--- config.mk ---
export PLATFORM = sky130hd
export DESIGN_NAME = uart_sender_flat
export DESIGN_NICKNAME = d
export VERILOG_FILES = /design/src/rtl/uart_sender_if.sv /design/src/rtl/uart_sender.sv /design/src/flat_wrapper.sv
export SDC_FILE = /design/constraint.sdc
export NUM_CORES = 1
export LEC_CHECK = 0
export ABC_AREA = 1
export CORE_AREA = 3 3 83 85
export DETAILED_ROUTE_END_ITERATION = 7
export DIE_AREA = 0 0 86 88
export PLACE_DENSITY = 0.73
export RECOVER_POWER = 100
export SYNTH_ARGS = -nofsm -noshare
export SYNTH_HDL_FRONTEND = slang
export SYNTH_SLANG_ARGS = --single-unit
--- constraint.sdc ---
create_clock -name sysclk -period 4.1 [get_ports sysclk]
set_input_delay 1.025 -clock sysclk [delete_from_list [all_inputs] [get_ports sysclk]]
set_output_delay 1.025 -clock sysclk [all_outputs]
set_load 0.05 [all_outputs]
--- src/rtl/uart_sender_if.sv ---
// rtl/uart_sender_if.sv - byte push handshake between peripheral logic and uart_sender
interface uart_sender_if;
    logic [7:0] tx_data;
    logic       tx_valid;
    logic       tx_ready;

    modport master (
        output tx_data,
        output tx_valid,
        input  tx_ready
    );

    modport slave (
        input  tx_data,
        input  tx_valid,
        output tx_ready
    );
endinterface

--- src/rtl/uart_sender.sv ---
// rtl/uart_sender.sv - buffered 8N1 UART transmitter, LSB first, FIFO-fed serializer
module uart_sender #(
    parameter int CLKS_PER_BIT = 5208,
    parameter int FIFO_DEPTH   = 4
) (
    input  logic                          sysclk,
    input  logic                          reset,
    uart_sender_if.slave                  tx,
    output logic                          txd,
    output logic                          tx_busy,
    output logic [$clog2(FIFO_DEPTH):0]   fifo_count
);
    localparam int PW = $clog2(FIFO_DEPTH);
    localparam int CW = PW + 1;
    localparam logic [CW-1:0] DEPTH_C   = CW'(FIFO_DEPTH);
    localparam logic [15:0]   BAUD_LAST = 16'(CLKS_PER_BIT - 1);

    typedef enum logic [1:0] {
        S_IDLE  = 2'd0,
        S_START = 2'd1,
        S_DATA  = 2'd2,
        S_STOP  = 2'd3
    } state_t;

    state_t state, state_next;

    logic [7:0]    mem [FIFO_DEPTH];
    logic [PW-1:0] wr_ptr, rd_ptr;
    logic [CW-1:0] count;
    logic          push, pop, fifo_empty;

    logic [7:0]    shift;
    logic [2:0]    bit_idx;
    logic [15:0]   baud_cnt;
    logic          baud_done;
    logic          load;

    // Ready comes only from the registered count, so a pop on the same edge
    // never lets a push into a full FIFO.
    assign tx.tx_ready = (count != DEPTH_C);
    assign fifo_empty  = (count == '0);
    assign push        = tx.tx_valid && tx.tx_ready;
    assign baud_done   = (baud_cnt == BAUD_LAST);
    assign tx_busy     = (state != S_IDLE) || !fifo_empty;
    assign fifo_count  = count;

    always_ff @(posedge sysclk) begin
        if (push) begin
            mem[wr_ptr] <= tx.tx_data;
        end
    end

    always_ff @(posedge sysclk or posedge reset) begin
        if (reset) begin
            wr_ptr <= '0;
            rd_ptr <= '0;
            count  <= '0;
        end else begin
            if (push) begin
                wr_ptr <= wr_ptr + PW'(1);
            end
            if (pop) begin
                rd_ptr <= rd_ptr + PW'(1);
            end
            case ({push, pop})
                2'b10:   count <= count + CW'(1);
                2'b01:   count <= count - CW'(1);
                default: count <= count;
            endcase
        end
    end

    always_ff @(posedge sysclk or posedge reset) begin
        if (reset) begin
            state <= S_IDLE;
        end else begin
            state <= state_next;
        end
    end

    always_comb begin
        state_next = state;
        case (state)
            S_IDLE:  if (!fifo_empty) state_next = S_START;
            S_START: if (baud_done) state_next = S_DATA;
            S_DATA:  if (baud_done && (bit_idx == 3'd7)) state_next = S_STOP;
            S_STOP:  if (baud_done) state_next = fifo_empty ? S_IDLE : S_START;
            default: state_next = S_IDLE;
        endcase
    end

    always_comb begin
        load = 1'b0;
        case (state)
            S_IDLE:  load = !fifo_empty;
            S_STOP:  load = baud_done && !fifo_empty;
            default: load = 1'b0;
        endcase
        pop = load;
    end

    // txd is registered alongside the shifter so the pin only changes on clock edges.
    always_ff @(posedge sysclk or posedge reset) begin
        if (reset) begin
            shift    <= '0;
            bit_idx  <= '0;
            baud_cnt <= '0;
            txd      <= 1'b1;
        end else if (load) begin
            shift    <= mem[rd_ptr];
            bit_idx  <= '0;
            baud_cnt <= '0;
            txd      <= 1'b0;
        end else begin
            case (state)
                S_IDLE: begin
                    baud_cnt <= '0;
                    txd      <= 1'b1;
                end
                S_START: begin
                    if (baud_done) begin
                        baud_cnt <= '0;
                        txd      <= shift[0];
                    end else begin
                        baud_cnt <= baud_cnt + 16'd1;
                    end
                end
                S_DATA: begin
                    if (baud_done) begin
                        baud_cnt <= '0;
                        if (bit_idx == 3'd7) begin
                            txd <= 1'b1;
                        end else begin
                            shift   <= {1'b0, shift[7:1]};
                            bit_idx <= bit_idx + 3'd1;
                            txd     <= shift[1];
                        end
                    end else begin
                        baud_cnt <= baud_cnt + 16'd1;
                    end
                end
                S_STOP: begin
                    txd <= 1'b1;
                    if (baud_done) begin
                        baud_cnt <= '0;
                    end else begin
                        baud_cnt <= baud_cnt + 16'd1;
                    end
                end
                default: begin
                    baud_cnt <= '0;
                    txd      <= 1'b1;
                end
            endcase
        end
    end
endmodule
--- src/flat_wrapper.sv ---
// flat-port wrapper written by rule: the top's interface ports become plain ports
module uart_sender_flat 
#(
    parameter int CLKS_PER_BIT = 5208,
    parameter int FIFO_DEPTH   = 4
)
  (sysclk, reset, txd, tx_busy, fifo_count, tx_tx_data, tx_tx_valid, tx_tx_ready);
  uart_sender_if tx_i ();
  input  logic sysclk;
  input  logic reset;
  output logic txd;
  output logic tx_busy;
  output logic [$clog2(FIFO_DEPTH):0] fifo_count;
  input wire logic [$bits(tx_i.tx_data)-1:0] tx_tx_data;
  input wire logic [$bits(tx_i.tx_valid)-1:0] tx_tx_valid;
  output wire logic [$bits(tx_i.tx_ready)-1:0] tx_tx_ready;
  assign tx_i.tx_data = tx_tx_data;
  assign tx_i.tx_valid = tx_tx_valid;
  assign tx_tx_ready = tx_i.tx_ready;
  uart_sender #(.CLKS_PER_BIT(CLKS_PER_BIT), .FIFO_DEPTH(FIFO_DEPTH)) u_core (.sysclk(sysclk), .reset(reset), .tx(tx_i), .txd(txd), .tx_busy(tx_busy), .fifo_count(fifo_count));
endmodule
After elaboration in Yosys (flattened, before gate mapping)
Memories as Yosys holds them, arrays and structs flattened. Cells that the tools add are included.

Memories: 1. Input port bits: 11. Bits in registers: 37. Latch bits: 0. ROM bits: 0. Memory bits (writable): 32. Output and inout bits: 6. Logic and storage cells: 72.

Multiply operators: 0. Divide/modulo/power cells: 0. Reduce and logical (&&, ||, !) cells: 16. Eq/ne operators: 15. Add/sub/neg operators: 6. Mux-type cells: 26. Shift operators: 0. $lt $le $gt $ge: 0. Bitwise logic cells: 0.

Memory list: u_core.mem (depth 4, width 8, read ports 1, clocked after Yosys merged registers in 0, write ports 1, RTL line uart_sender.sv:27) `logic [7:0] mem [FIFO_DEPTH];`.

Operator list (count): $mux 16 (2); $mux 8 (4); $pmux 16 s2 (1); $add 16x1->16 const B (1); $eq 16x13->1 const B (1); $mux 3 (4); $mux 2 (4); $ne 2x1->1 const B (4); $pmux 2 s4 (1); $reduce_bool 2->1 (4); $mux 1 (7); $add 3x1->3 const B (2); $eq 2x2->1 const B (3); $ne 3x1->1 const B (2); $pmux 3 s2 (1); $add 2x1->2 const B (2); $eq 2x1->1 const B (2); $reduce_and 4->1 (1); $eq 3x3->1 const B (1); $logic_and 1x1->1 (3); $logic_not 3->1 (1); $ne 3x3->1 const B (1); $pmux 1 s3 (1); $reduce_and 3->1 (1); other kinds (9) (9).

Depth between registers and ports, before layout
Depth after elaboration: 6. Depth in mapped cells: 15. Mapped depth without buffers: 14.

Least setup slack after synthesis
Ideal clock, no wire load.

Kind: register to register. From: register u_core.count[0] (netlist: u_core.fifo_count[0]). To: register u_core.count[2] (netlist: u_core.fifo_count[2]). Period minus slack after synthesis: 2.597 ns. Path slack: 1.503 ns. Data arrival time: 2.466 ns. Buffers on the path: 0. Cell stages (with the launch flop): 10. Library setup time: 0.131 ns. Data required time: 3.969 ns. Cells stage by stage: dfrtp_1 nor2_1 nand2_1 nand2_1 ha_1 inv_1 fa_1 a21oi_1 o21ai_0 xor2_1.

Elaborated cells between the ends (all ways): 12. Those cells by class: add/sub: 2; eq/ne: 3; mux: 2; reduce/logical: 5.

RTL lines: start, declared (RTL line uart_sender.sv:29) `logic [CW-1:0] count;`; start signal, assigned (RTL line uart_sender.sv:66) `2'b10: count <= count + CW'(1);`; start signal, assigned (RTL line uart_sender.sv:67) `2'b01: count <= count - CW'(1);`; start signal, assigned (RTL line uart_sender.sv:68) `default: count <= count;`; $ne 3x3->1 * (RTL line uart_sender.sv:40) `assign tx.tx_ready = (count != DEPTH_C);`; named net tx_tx_ready (RTL line flat_wrapper.sv:16) `output wire logic [$bits(tx_i.tx_ready)-1:0] tx_tx_ready;`; $logic_and 1x1->1 * (RTL line uart_sender.sv:42) `assign push = tx.tx_valid && tx.tx_ready;`; $eq 2x1->1 / $eq 2x2->1 (equally long branches) (RTL line uart_sender.sv:65) `case ({push, pop})`; $pmux 3 s2 / $reduce_bool 2->1 (equally long branches).

The timed path passes the listed nets; every way through them passes the cells marked *. A chain may end at the register's enable or synchronous reset.

Worst setup path after layout
From: register u_core.baud_cnt[0]. To: register u_core.count[2] (netlist: u_core.fifo_count[2]).

Cells in the longest elaborated chain, start to end: 5. Elaborated cells between the ends (all ways): 7. Those cells by class: eq/ne: 3; mux: 2; reduce/logical: 2.

Ends and longest elaborated chain: start, declared (RTL line uart_sender.sv:34) `logic [15:0] baud_cnt;`; start signal, assigned (RTL line uart_sender.sv:125) `baud_cnt <= baud_cnt + 16'd1;`; start signal, assigned (RTL line uart_sender.sv:139) `baud_cnt <= baud_cnt + 16'd1;`; start signal, assigned (RTL line uart_sender.sv:147) `baud_cnt <= baud_cnt + 16'd1;`; $eq 16x13->1 * (RTL line uart_sender.sv:43) `assign baud_done = (baud_cnt == BAUD_LAST);`; $logic_and 1x1->1 * (RTL line uart_sender.sv:96) `S_STOP: load = baud_done && !fifo_empty;`; $pmux 1 s2 * (RTL line uart_sender.sv:94) `case (state)`; $eq 2x1->1 / $eq 2x2->1 (equally long branches) (RTL line uart_sender.sv:65); $pmux 3 s2 / $reduce_bool 2->1 (equally long branches).

Every way passes the cells marked *; elsewhere a longest branch is shown, timed or not.

==> qor.csv <==
stage;metric;value;unit
global_routing;grt_pass1_vias;2421;
global_routing;grt.overflow.total;0;
worst_setup_path;crit_chain;ha_1 -> nand4_2 -> nor2_1 -> nand3_1 -> nand2_1 -> nand2_1 -> clkinv_2 -> ha_1 -> inv_1 -> fa_1 -> a21oi_1 -> o21ai_0 -> xor2_1;
timing;clock.fmax;0.3070;GHz
cells_and_area;drive_gt1_frac;0.08136;
die;core-area;6277;um^2
detailed_routing;drc;0;
worst_setup_path;startpoint_type;flop;
cells_and_area;nets;403;
clock_network;worst_skew_pair.late_latency;0.34;ns
synth;syn-mean-instance-area;9.570;um^2
die;dieArea;7568;um^2
worst_setup_path;startpoint;u_core.baud_cnt[0];
global_routing;antenna_found_initial;0;
detailed_routing;wire_per_inst;13.97;um
cells_and_area;diodes;0;
worst_setup_path;crit_required;4.32;ns
status;violations;max-capacitance violations, max-slew violations;
synth;yosysSeqAreaShare;0.5542;
synth;synthDistinctLibCells;36;
clock_network;tritoncts;done;
clock_network;htreeDepth;3;
die;rows;29;
timing;setup_viol;0;
power;p_sw_frac;0.2814;
worst_setup_path;end_kind;flop;
worst_setup_path;crit_slowest_cell;nor2_1;
clock_network;root_buffer;clkbuf_8;
placement;hpwl;4458;um
worst_hold_path;min_path_type;reg -> reg;
power;pwr-share-seq;0.494;
clock_network;numCtsBuffers;9;
placement;place_congestion;0.9119;
timing;rsz0062_at_grt;false;
power;p_leak;1.632;nW
detailed_routing;drtIter0Drc;135;
status;status;finished with violations;
die;start_util;0.5428;
worst_setup_path;max_stage_delay;0.46;ns
detailed_routing;ant_nets;0;
global_routing;grt_first_pass_wirelength;10990;um
worst_hold_path;hold_depth;2;
die;die_h;88;um
global_routing;grt_max_degree;38;
synth;syn_inst;356;
worst_setup_path;cp_max_fo;15;
worst_setup_path;r2r-start;u_core.baud_cnt[0];
clock_network;clock_path_buffers;2;
clock_network;post_cts_buffers;0;
clock_network;cts_resized;0;
synth;synth_nets;383;
synth;yosysWarnings;0;
detailed_routing;top_layer;met4;
cells_and_area;final_design_area_no_fill;3809;um^2
power;power_frac_comb;0.165;
detailed_routing;dr_wl_met3;273;um
cells_and_area;syn2layout_area_growth;11.79;%
power;p_per_area;455.3;nW/um^2
clock_network;hold_buffers;0;
timing;clock-skew-final;0.006850;ns
global_routing;grt_use_total;0.1893;
job;drv_cap;1;
worst_hold_path;min_from;u_core.txd;
placement;placed_cell_area;3627;um^2
detailed_routing;viasPerCell;5.328;
timing;fin_crit;3.257;ns
worst_setup_path;worst-setup-path-type;reg -> reg;
power;internal-power;1.246;mW
timing;slew_headroom;-0.2970;
detailed_routing;met1_length;2776;um
power;clockPowerShare;0.341;
power;switching_power;0.4880;mW
timing;hold_violations;0;
power;ir_drop;0.0002965;V
placement;io_buffers;16;
detailed_routing;dr.pass1.iters;5;
power;totalPowerFinal;1.734;mW
synth;ys_seq_elements;69;
timing;maxSlewViolCount;38;
die;pin_count;17;
detailed_routing;vias;2440;
clock_network;clock_sinks;69;
timing;worstMarginPinSlew;1.946;ns
die;die-width;86;um
timing;setup_tns;0;ns
worst_setup_path;cp.arrival;3.48;ns
clock_network;path_clk_slew;0.07;ns
detailed_routing;wl_met2;3278;um
detailed_routing;drt-total-wl;6399;um
timing;period_share;0.7945;
synth;mappedNetlistArea;3407;um^2
worst_setup_path;ff2ff_path_depth;13;
==> cell usage after synthesis, drive strengths merged <==
cell type | number | area (um^2)
fa | 1 | 20.02
nor2 | 77 | 315.3
o22ai | 8 | 50.05
nand2 | 48 | 192.7
nor3 | 9 | 50.05
clkbuf | 4 | 15.01
nand3b | 1 | 7.510
buf | 4 | 28.78
ha | 15 | 187.7
xnor2 | 2 | 17.52
a211oi | 1 | 7.510
nor4 | 2 | 12.51
dfstp | 1 | 26.28
o21ai | 26 | 130.1
a31oi | 1 | 6.260
inv | 38 | 142.6
o21bai | 1 | 7.510
dfrtp | 36 | 900.9
a21oi | 3 | 15.01
nand3 | 20 | 110.1
nand4 | 11 | 75.07
clkinv | 1 | 5.000
edfxtp | 32 | 960.9
xor2 | 14 | 122.6
==> worst max-delay path: cells and delay by family, from the launching register on <==
kind	cells	cell delay [ns]
adder cells (fa/ha/maj)	3	0.82
flip-flops	1	0.39
XOR/XNOR	1	0.16
AND/OR/NAND/NOR	5	1.14
AO/OA/AOI/OAI	2	0.27
buffers and inverters	2	0.36
==> registers in the layout (all words and copies together) (netlist names) <==
name and flops:
u_core.baud_cnt 16, u_core.fifo_count 3, u_core.mem 32, u_core.state 2, u_core.txd 1, u_core.rd_ptr 2
u_core.wr_ptr 2, u_core.bit_idx 3, u_core.shift 8
==> cell families (layout without fill, tap and decap cells) <==
kind of cell	count (synthesis)	count (layout)	synth area share
AO/OA/AOI/OAI	40	40	0.06354
adder cells (fa/ha/maj)	16	16	0.06096
buffers and inverters	47	72	0.05618
flip-flops	69	69	0.5542
AND/OR/NAND/NOR	168	168	0.2240
XOR/XNOR	16	16	0.04113
==> path summary, 6_finish.rpt <==
kind | end | slack [ns]
min in group asynchronous | u_core.wr_ptr[0] | 1.83
worst min register to register | u_core.txd | 0.48
worst min-delay path | u_core.txd | 0.48
worst max register to register | u_core.fifo_count[2] | 0.84
worst max-delay path | u_core.fifo_count[2] | 0.84
max in group asynchronous | u_core.bit_idx[2] | 1.15
==> final cells by class <==
| cell class | instances | area, um^2 |
|---|---|---|
| fillers | 530 | 2469 |
| flip-flops and latches | 69 | 1888 |
| multi-input cells | 240 | 1296 |
| inverters | 39 | 147.6 |
| clock buffers | 10 | 127.6 |
| repair buffers | 17 | 163.9 |
| well taps | 77 | 96.34 |
| clock inverters | 6 | 88.84 |
==> through the flow <==
| stage | worst slack [ns] | std cells | utilization | hold WS (ns) |
|---|---|---|---|---|
| 6_report | 0.8427 | 458 | 0.6067 | 0.4785 |
| 5_1_grt | 0.4536 | 458 | 0.6067 | 0.5020 |
| 4_1_cts | 0.9398 | 458 | 0.6123 | 0.4832 |
| 3_5_place_dp | 1.253 | 442 | 0.5778 | 0.4717 |
| 3_3_place_gp | 1.313 | 442 | 0.5778 | 0.4691 |
| 2_1_floorplan | 1.503 | 356 | - | 0.4515 |
==> placed cells by master, fill, tap and decap left out <==
master	synthesis	routed
inv_2	9	9
nand3_2	2	1
xnor2_1	2	2
a21oi_1	3	3
ha_1	15	15
fa_1	1	1
nand3_1	18	19
inv_1	29	29
clkinvlp_4	0	1
nand2_1	45	47
dlygate4sd3_1	0	16
a211oi_1	1	1
nor2_1	74	75
nand4_1	10	10
xor2_1	14	14
clkinv_4	0	2
nand2_2	2	1
nor3_2	1	1
nand3b_1	1	1
dfrtp_1	36	36
nor2_4	1	1
clkinv_2	1	1
a31oi_1	1	1
nor3_1	8	8
nor4_1	2	2
o21ai_0	20	22
o21bai_1	1	1
clkbuf_1	4	2
clkbuf_8	0	9
clkinv_1	0	1
nor2_2	1	1
edfxtp_1	32	32
bufinv_16	0	2
o22ai_1	8	8
nand4_2	1	1
o21ai_1	6	4
dfstp_2	1	1
==> layer usage <==
layer	vias to the layer above	track usage
met2	55	0.3287
met1	1154	0.2219
met5	-	0
met4	0	0.06187
met3	8	0.06303
li1	1223	-
==> power groups by stage <==
stage	Sequential (mW)	Combinational, mW	Clock, mW
2_1_floorplan	0.915	0.152	0
3_3_place_gp	0.868	0.292	0
3_5_place_dp	0.872	0.300	0
4_1_cts	0.859	0.301	0.606
5_1_grt	0.867	0.319	0.637
6_report	0.857	0.285	0.592
(Power assumes the default switching activity.)
